## src/rtl/student_id_scroller.sv

```systemverilog
// Scrolls the hex digits of an ID across NUM_DISP seven-segment positions (IDLE/SCROLL/PAUSE).
// Optional macro SCROLL_GAP_EN appends two blank gap elements to the scrolled sequence.
module student_id_scroller #(
   parameter logic [31:0] ID          = 32'h0812_3456,
   parameter int          ID_LEN      = 8,
   parameter int          NUM_DISP    = 6,
   parameter int          TICK_CYCLES = 25_000_000
) (
   input  logic                  clk,
   input  logic                  rst_n,
   input  logic                  start,
   input  logic                  stop,
   input  logic                  step,
   output logic [4*NUM_DISP-1:0] digits,
   output logic [NUM_DISP-1:0]   blank,
   output logic                  scrolling
);

`ifdef SCROLL_GAP_EN
   localparam int L = ID_LEN + 2;
`else
   localparam int L = ID_LEN;
`endif
   localparam int OFF_W = (L > 1) ? $clog2(L) : 1;
   localparam int PRE_W = $clog2(TICK_CYCLES);
   localparam logic [PRE_W-1:0] PRE_LAST = PRE_W'(TICK_CYCLES - 1);
   localparam logic [OFF_W-1:0] OFF_LAST = OFF_W'(L - 1);

   typedef enum logic [1:0] {ST_IDLE, ST_SCROLL, ST_PAUSE} state_e;

   // Element i of the sequence; indices at or beyond ID_LEN are gap elements.
   function automatic logic [3:0] elem_digit(input int i);
      if (i < ID_LEN) elem_digit = 4'(ID >> (28 - 4 * i));
      else elem_digit = 4'h0;
   endfunction

   function automatic logic [4*NUM_DISP-1:0] pattern_digits(input int o);
      logic [4*NUM_DISP-1:0] res;
      res = '0;
      for (int k = 0; k < NUM_DISP; k++) res[4*k +: 4] = elem_digit((o + k) % L);
      return res;
   endfunction

   function automatic logic [OFF_W-1:0] off_inc(input logic [OFF_W-1:0] o);
      off_inc = (o == OFF_LAST) ? '0 : o + OFF_W'(1);
   endfunction

   localparam logic [4*NUM_DISP-1:0] RST_DIGITS = pattern_digits(0);

   state_e                state_q, state_d;
   logic [OFF_W-1:0]      off_q, off_d;
   logic [PRE_W-1:0]      pre_q, pre_d;
   logic [4*NUM_DISP-1:0] digits_q, digits_d;
   logic                  scroll_q, scroll_d;
   logic                  tick;

   always_comb begin
      state_d = state_q;
      off_d   = off_q;
      pre_d   = '0;
      tick    = (state_q == ST_SCROLL) && (pre_q == PRE_LAST);
      case (state_q)
         ST_IDLE: begin
            off_d = '0;
            if (!stop) begin
               if (start) begin
                  state_d = ST_SCROLL;
               end else if (step) begin
                  off_d   = off_inc('0);
                  state_d = ST_PAUSE;
               end
            end
         end
         ST_SCROLL: begin
            // A tick that coincides with stop still advances the offset.
            pre_d = tick ? '0 : pre_q + PRE_W'(1);
            if (tick) off_d = off_inc(off_q);
            if (stop) begin
               state_d = ST_PAUSE;
               pre_d   = '0;
            end
         end
         ST_PAUSE: begin
            if (stop) begin
               state_d = ST_IDLE;
               off_d   = '0;
            end else if (start) begin
               state_d = ST_SCROLL;
            end else if (step) begin
               off_d = off_inc(off_q);
            end
         end
         default: begin
            state_d = ST_IDLE;
            off_d   = '0;
         end
      endcase
   end

   always_comb begin
      digits_d = RST_DIGITS;
      for (int o = 0; o < L; o++) begin
         if (off_d == OFF_W'(o)) digits_d = pattern_digits(o);
      end
      scroll_d = (state_d == ST_SCROLL);
   end

   always_ff @(posedge clk or negedge rst_n) begin
      if (!rst_n) begin
         state_q  <= ST_IDLE;
         off_q    <= '0;
         pre_q    <= '0;
         digits_q <= RST_DIGITS;
         scroll_q <= 1'b0;
      end else begin
         state_q  <= state_d;
         off_q    <= off_d;
         pre_q    <= pre_d;
         digits_q <= digits_d;
         scroll_q <= scroll_d;
      end
   end

   assign digits    = digits_q;
   assign scrolling = scroll_q;

`ifdef SCROLL_GAP_EN
   function automatic logic [NUM_DISP-1:0] pattern_blank(input int o);
      logic [NUM_DISP-1:0] res;
      res = '0;
      for (int k = 0; k < NUM_DISP; k++) res[k] = (((o + k) % L) >= ID_LEN);
      return res;
   endfunction

   localparam logic [NUM_DISP-1:0] RST_BLANK = pattern_blank(0);

   logic [NUM_DISP-1:0] blank_q, blank_d;

   always_comb begin
      blank_d = RST_BLANK;
      for (int o = 0; o < L; o++) begin
         if (off_d == OFF_W'(o)) blank_d = pattern_blank(o);
      end
   end

   always_ff @(posedge clk or negedge rst_n) begin
      if (!rst_n) blank_q <= RST_BLANK;
      else blank_q <= blank_d;
   end

   assign blank = blank_q;
`else
   assign blank = '0;
`endif

endmodule

```

## config.mk

```make
export PLATFORM = sky130hd
export DESIGN_NAME = student_id_scroller
export DESIGN_NICKNAME = d
export VERILOG_FILES = /design/src/rtl/student_id_scroller.sv
export SDC_FILE = /design/constraint.sdc
export NUM_CORES = 1
export LEC_CHECK = 0
export ABC_CLOCK_PERIOD_IN_PS = 4800
export CAP_MARGIN = 20
export CORE_MARGIN = 2
export CORE_UTILIZATION = 45
export CTS_BUF_LIST = sky130_fd_sc_hd__clkbuf_8
export DETAILED_ROUTE_END_ITERATION = 8
export PLACE_DENSITY = 0.68
export SLEW_MARGIN = 30
export SYNTH_ARGS = -nofsm -noshare
export SYNTH_HDL_FRONTEND = slang
export SYNTH_SLANG_ARGS = --single-unit
export TNS_END_PERCENT = 100
```

## constraint.sdc

```tcl
create_clock -name clk -period 4.8 [get_ports clk]
set_input_delay 0.72 -clock clk [delete_from_list [all_inputs] [get_ports clk]]
set_output_delay 0.72 -clock clk [all_outputs]
set_load 0.01 [all_outputs]
```

Yosys cells after proc, flatten, opt, wreduce, memory -nomap -nowiden. Index checks and enable logic that the tools add are counted.

Bits in registers: 55. Input port bits: 5. Word-level logic and storage cells: 47.

Add/sub/neg operators: 2. Equal/unequal tests: 12. Muxes and demuxes: 26. Reductions and logical operators: 2.

Operators with widths (count): $mux W24 (6); $mux W25 (3); $add A25 B1 Y25 const B (1); $eq A25 B25 Y1 const B (1); $mux W21 (1); $eq A3 B3 Y1 const B (5); $mux W3 (5); $mux W2 (6); $pmux W3 S3 (1); $eq A3 B2 Y1 const B (2); $pmux W2 S3 (1); $eq A2 B1 Y1 const B (2); $add A3 B1 Y3 const B (1); $eq A3 B1 Y1 const B (1); $mux W1 (3); $eq A2 B2 Y1 const B (1); $logic_not A2 Y1 (1); $logic_and A1 B1 Y1 (1).

Longest topological paths before layout.
Word-level depth: 14. Depth in mapped cells: 10. Depth with buffers taken out: 9.

Worst setup path before layout. OpenSTA, ideal clock, no wires.

Kind: flip-flop to flip-flop. Start: register pre_q[0]. End: register digits_q[2] (netlist: digits[2]). Setup time: 0.119 ns. Arrival time: 1.904 ns. Required time: 4.681 ns. Setup slack: 2.777 ns. Cell stages (with the launch flop): 10. Clock period less this slack: 2.023 ns. Path through: dfrtp_1 ha_1 clkbuf_1 and2_0 and4_1 and2_1 a311oi_2 buf_4 nand2_2 and2_1.

Longest elaborated chain between the ends: 11.

Ends and longest elaborated chain: from (decl) (RTL line 52) `logic [PRE_W-1:0] pre_q, pre_d;`; from (signal assigned) (RTL line 118) `pre_q <= pre_d;`; $eq A25 B25 Y1 * (RTL line 61) `tick = (state_q == ST_SCROLL) && (pre_q == PRE_LAST);`; $logic_and A1 B1 Y1 * (RTL line 61); $mux W3 * (RTL line 77) `if (tick) off_d = off_inc(off_q);`; $pmux W3 S3 * (RTL line 62) `case (state_q)`; $eq A3 B2 Y1 (RTL line 103) `if (off_d == OFF_W'(o)) digits_d = pattern_digits(o);`; $mux W24 (5 in a row) (RTL line 103); $mux W24 * (RTL line 103); named net digits_d[2] (RTL line 53) `logic [4*NUM_DISP-1:0] digits_q, digits_d;`; to (signal assigned) (RTL line 119) `digits_q <= digits_d;`; to (decl) (RTL line 53).

The timed path passes the listed nets; every way through them passes the cells marked *.

Final worst setup path.
Start: register state_q[0]. End: register digits_q[5] (netlist: digits[5]).

Longest elaborated chain between the ends: 11.

Ends and longest elaborated chain: from (decl) (RTL line 50) `state_e state_q, state_d;`; from (signal assigned) (RTL line 116) `state_q <= state_d;`; $eq A2 B1 Y1 (RTL line 61, 62); $logic_and A1 B1 Y1 (RTL line 61); $mux W3 (RTL line 77); $pmux W3 S3 * (RTL line 62); $eq A3 B2 Y1 (RTL line 103); $mux W24 (5 in a row) (RTL line 103); $mux W24 * (RTL line 103); named net digits_d[5] (RTL line 53).

Marks and branches as above.

==> metrics.md <==
| Metric | Value |
|---|---|
| Area used by multi-input combinational logic | `0.001037 sq mm` |
| Capture instance of the worst register-to-register path | `digits[5]` |
| Number of nets with antenna violations after detailed routing | `0` |
| Leading post-synthesis cells by instance count | `sky130_fd_sc_hd__dfrtp_1 (49), sky130_fd_sc_hd__nor2_1 (43), sky130_fd_sc_hd__nand2_1 (21), sky130_fd_sc_hd__xor2_1 (13), sky130_fd_sc_hd__xnor2_1 (10)` |
| Register Area | `0.001384 sq mm` |
| Number of search-and-repair iterations in the first detailed-routing pass | `5` |
| #FFs+latches synth | `55` |
| Inserted Clock Buffers | `5` |
| Type of the tightest min-delay check | `reg2reg` |
| CP Buf/Inv Count | `1` |
| Die Y | `79.28 um` |
| Via count of the first global-routing pass | `1692` |
| Antenna violations before repair | `0` |
| Worst path setup slack after routing | `2.027 ns` |
| Setup repair after global routing missed its margin | `false` |
| Top delay family on crit path | `simple AND/OR/NAND/NOR gates` |
| Cell area power density | `269.5 mW/mm^2` |
| Post-Synthesis Mean Instance Area | `10.41 sq um` |
| Top area cells in the synthesized netlist | `sky130_fd_sc_hd__dfrtp_1 (48%), sky130_fd_sc_hd__nor2_1 (6.3%), sky130_fd_sc_hd__dfstp_2 (6.2%), sky130_fd_sc_hd__xor2_1 (4.5%), sky130_fd_sc_hd__xnor2_1 (3.4%)` |
| Portion of synthesized cell area occupied by the leading cell type | `0.4809` |
| Global-route wire length before repair | `7838 um` |
| Portion of the post-synthesis area used by sequential elements | `0.5427` |
| Status | `finished clean` |
| Worst EP arrival | `3.02 ns` |
| Relative area change from synthesis to final layout | `15.26%` |
| Final sum of negative setup slack | `0 ns` |
| Yosys warning count | `0` |
| Post-Synth XOR/XNOR Area | `0.07900` |
| Setup violation total in the final timing report | `0` |
| Max frequency | `360.7 MHz` |
| Startpoint type of the worst setup path | `flip-flop` |
| Worst min-delay path startpoint | `pre_q[0]` |
| Starting DRT DRC Count | `93` |
| Total leakage power | `1.278 nW` |
| Clock input transition at the sequential cells of the worst setup and hold paths | `0.10 ns` |
| Post-CTS setup-driven buffer insertion count | `0` |
| Number of placed I/O pins | `36` |
| Origin of the critical flop-to-flop path | `state_q[0]` |
| Most instantiated library cell after synthesis | `sky130_fd_sc_hd__dfrtp_1` |
| Worst slew margin relative to its limit | `0.4323` |
| Number of distinct library cells after synthesis | `47` |
| Floorplan core area | `0.005473 sq mm` |
| Overall track demand over capacity in global routing | `0.1592` |
| Combinational family with the most area after synthesis | `simple AND/OR/NAND/NOR gates` |
| Die width | `79.28 um` |
| Largest net degree at the start of global routing | `56` |
| Share of flip-flops with an asynchronous set or reset after synthesis | `1.000` |
| Layout cells sized above 1 | `0.1172` |
| Hold-fix buffers at CTS | `0` |
| Cells traversed along the worst timing path | `nor2b_1 -> and4_1 -> a21oi_1 -> a311oi_2 -> inv_2 -> and2_4 -> nor2_2` |
| Crit-path slowest cell | `sky130_fd_sc_hd__a311oi_2` |
| Finished layout cell area | `0.002939 sq mm` |
| Hold endpoint | `pre_q[0]` |
| Antenna diodes | `0` |
| Site row count | `27` |
| Number of hold violations in the final report | `0` |
| Synthesized-area fraction occupied by ao, oa, aoi and oai cells | `0.05103` |
| Initial cell density of the core | `0.4659` |
| Library cell with the largest summed area after synthesis | `sky130_fd_sc_hd__dfrtp_1` |
| Final cycle utilization of the critical path | `0.5776` |
| Dominant synthesized flop cell | `sky130_fd_sc_hd__dfrtp_1` |
| Total routed wirelength | `4684 um` |
| Mux contribution to synthesized area | `0` |
| Placed wire-length estimate | `3161 um` |
| Largest fanout on the critical path | `11` |
| Worst voltage drop across the vdd grid | `0.1412 mV` |
| Critical path's largest stage delay | `0.70 ns` |
| Buffer depth of the longest clock path | `2` |
| Clk_lat worst skew | `0.31 ns` |
| Critical path data required time | `5.05 ns` |
| Die area | `0.006285 sq mm` |
| Quantity of gates resized following cts | `0` |
| Filler cell count in the final layout | `500` |
| Post-Syn Area | `0.002550 sq mm` |
| Residual DRC | `0` |
| CP Capture Type | `flip-flop` |
| Final weighted congestion in routability-driven placement | `0.7403` |
| Adder and majority cell fraction of the synthesized area | `0.01472` |
| Worst clock skew on the final layout | `0.007543 ns` |
| Setup Slack @ Placement | `1.874 ns` |
| Avg Vias per Cell | `5.128` |
| Htree depth | `2` |
| Overflow after GRT | `0` |
| Period minus WS final | `2.773 ns` |
| Total via count after detailed routing | `1769` |
| Cells after Synth | `245` |
| Slew @ Worst Pin | `0.8516 ns` |
| Slew Limit Fails | `0` |
| EDFF count, synth | `0` |
| Critical path type | `reg2reg` |
| Max-cap viol count | `0` |
| Clock tree from TritonCTS | `built` |
| CTS root buffer | `sky130_fd_sc_hd__clkbuf_8` |
| Number of cells on the worst hold path | `1` |
| Post-placement cell area | `0.002835 sq mm` |
| WL/cell | `13.58 um` |
| Simple logic cell fraction of the synthesized area | `0.2532` |
| Number of cell instances on the worst register-to-register path | `7` |
| Register-to-Register Setup Slack | `2.03 ns` |
| Nets@finish | `280` |
| Clock sink count | `55` |
| Port-buffer cells | `29` |
==> sequential cells by signal, indices dropped and copies added, names as in the netlist <==
signal / cells
digits: 24
off_q: 3
pre_q: 25
scrolling: 1
state_q: 2
==> power breakdown <==
part | leakage [nW] | total [mW] | switching [mW] | internal, mW
registers | 0.741 | 0.480 | 0.00604 | 0.474
clock network | 0.0461 | 0.255 | 0.150 | 0.105
logic | 0.491 | 0.0565 | 0.0343 | 0.0222
total | 1.28 | 0.792 | 0.190 | 0.602
==> stage by stage <==
stage | power [mW] | util | hold WS, ns | std cells
floorplan | 0.5197 | - | 0.4244 | 250
global placement | 0.5450 | 0.5181 | 0.4688 | 336
detailed placement | 0.5458 | 0.5181 | 0.4700 | 336
CTS | 0.8041 | 0.5350 | 0.4833 | 344
global route | 0.8303 | 0.5370 | 0.5230 | 345
finish | 0.7922 | 0.5370 | 0.4775 | 345
==> layout make-up <==
type,instances,share of cell area
clock buffer,5,0.02341
clock inverter,3,0.008089
inverter,7,0.01064
multi-input combinational,172,0.3529
sequential,55,0.4708
tap,72,0.03065
timing repair buffer,31,0.1034
==> worst max-delay path by stage <==
stage,end,cells after the start,slack [ns],startpoint
6_report,digits[5],7,2.03,state_q[0]
3_5_place_dp,digits[5],8,1.87,start
4_1_cts,digits[5],7,2.02,state_q[0]
5_1_grt,digits[13],7,1.76,state_q[0]
2_1_floorplan,digits[2],9,2.78,pre_q[0]
3_3_place_gp,digits[13],8,1.98,start
==> placed cells by master (no fill, tap or decap), types with 6 or more instances in the layout <==
cell | Yosys | routed
sky130_fd_sc_hd__nand4_1 | 7 | 7
sky130_fd_sc_hd__dfrtp_1 | 49 | 49
sky130_fd_sc_hd__conb_1 | 1 | 6
sky130_fd_sc_hd__xnor2_1 | 10 | 10
sky130_fd_sc_hd__nor2_1 | 43 | 43
sky130_fd_sc_hd__dfstp_2 | 6 | 6
sky130_fd_sc_hd__xor2_1 | 13 | 13
sky130_fd_sc_hd__nand2_1 | 21 | 21
sky130_fd_sc_hd__a21oi_1 | 8 | 8
sky130_fd_sc_hd__clkdlybuf4s50_1 | 0 | 28
sky130_fd_sc_hd__nand3_1 | 8 | 8
==> kinds of logic after synthesis <==
kind of cell               Yosys count
adders and majority gates            3
xor gates and xnor gates            23
buffers and inverters               23
DFF                                 55
AOI/OAI and AO/OA                   21
other                                1
and+or+nand+nor                    119
==> metal layers <==
| layer | GRT usage | vias up | part of all wire |
|---|---|---|---|
| met5 | 0 | - | 0 |
| met4 | 0.05690 | 0 | 0.016 |
| met3 | 0.03409 | 6 | 0.028 |
| met2 | 0.2492 | 25 | 0.47 |
| met1 | 0.2193 | 873 | 0.49 |
| li1 | - | 865 | - |
Power figures use the tool's default switching activity.
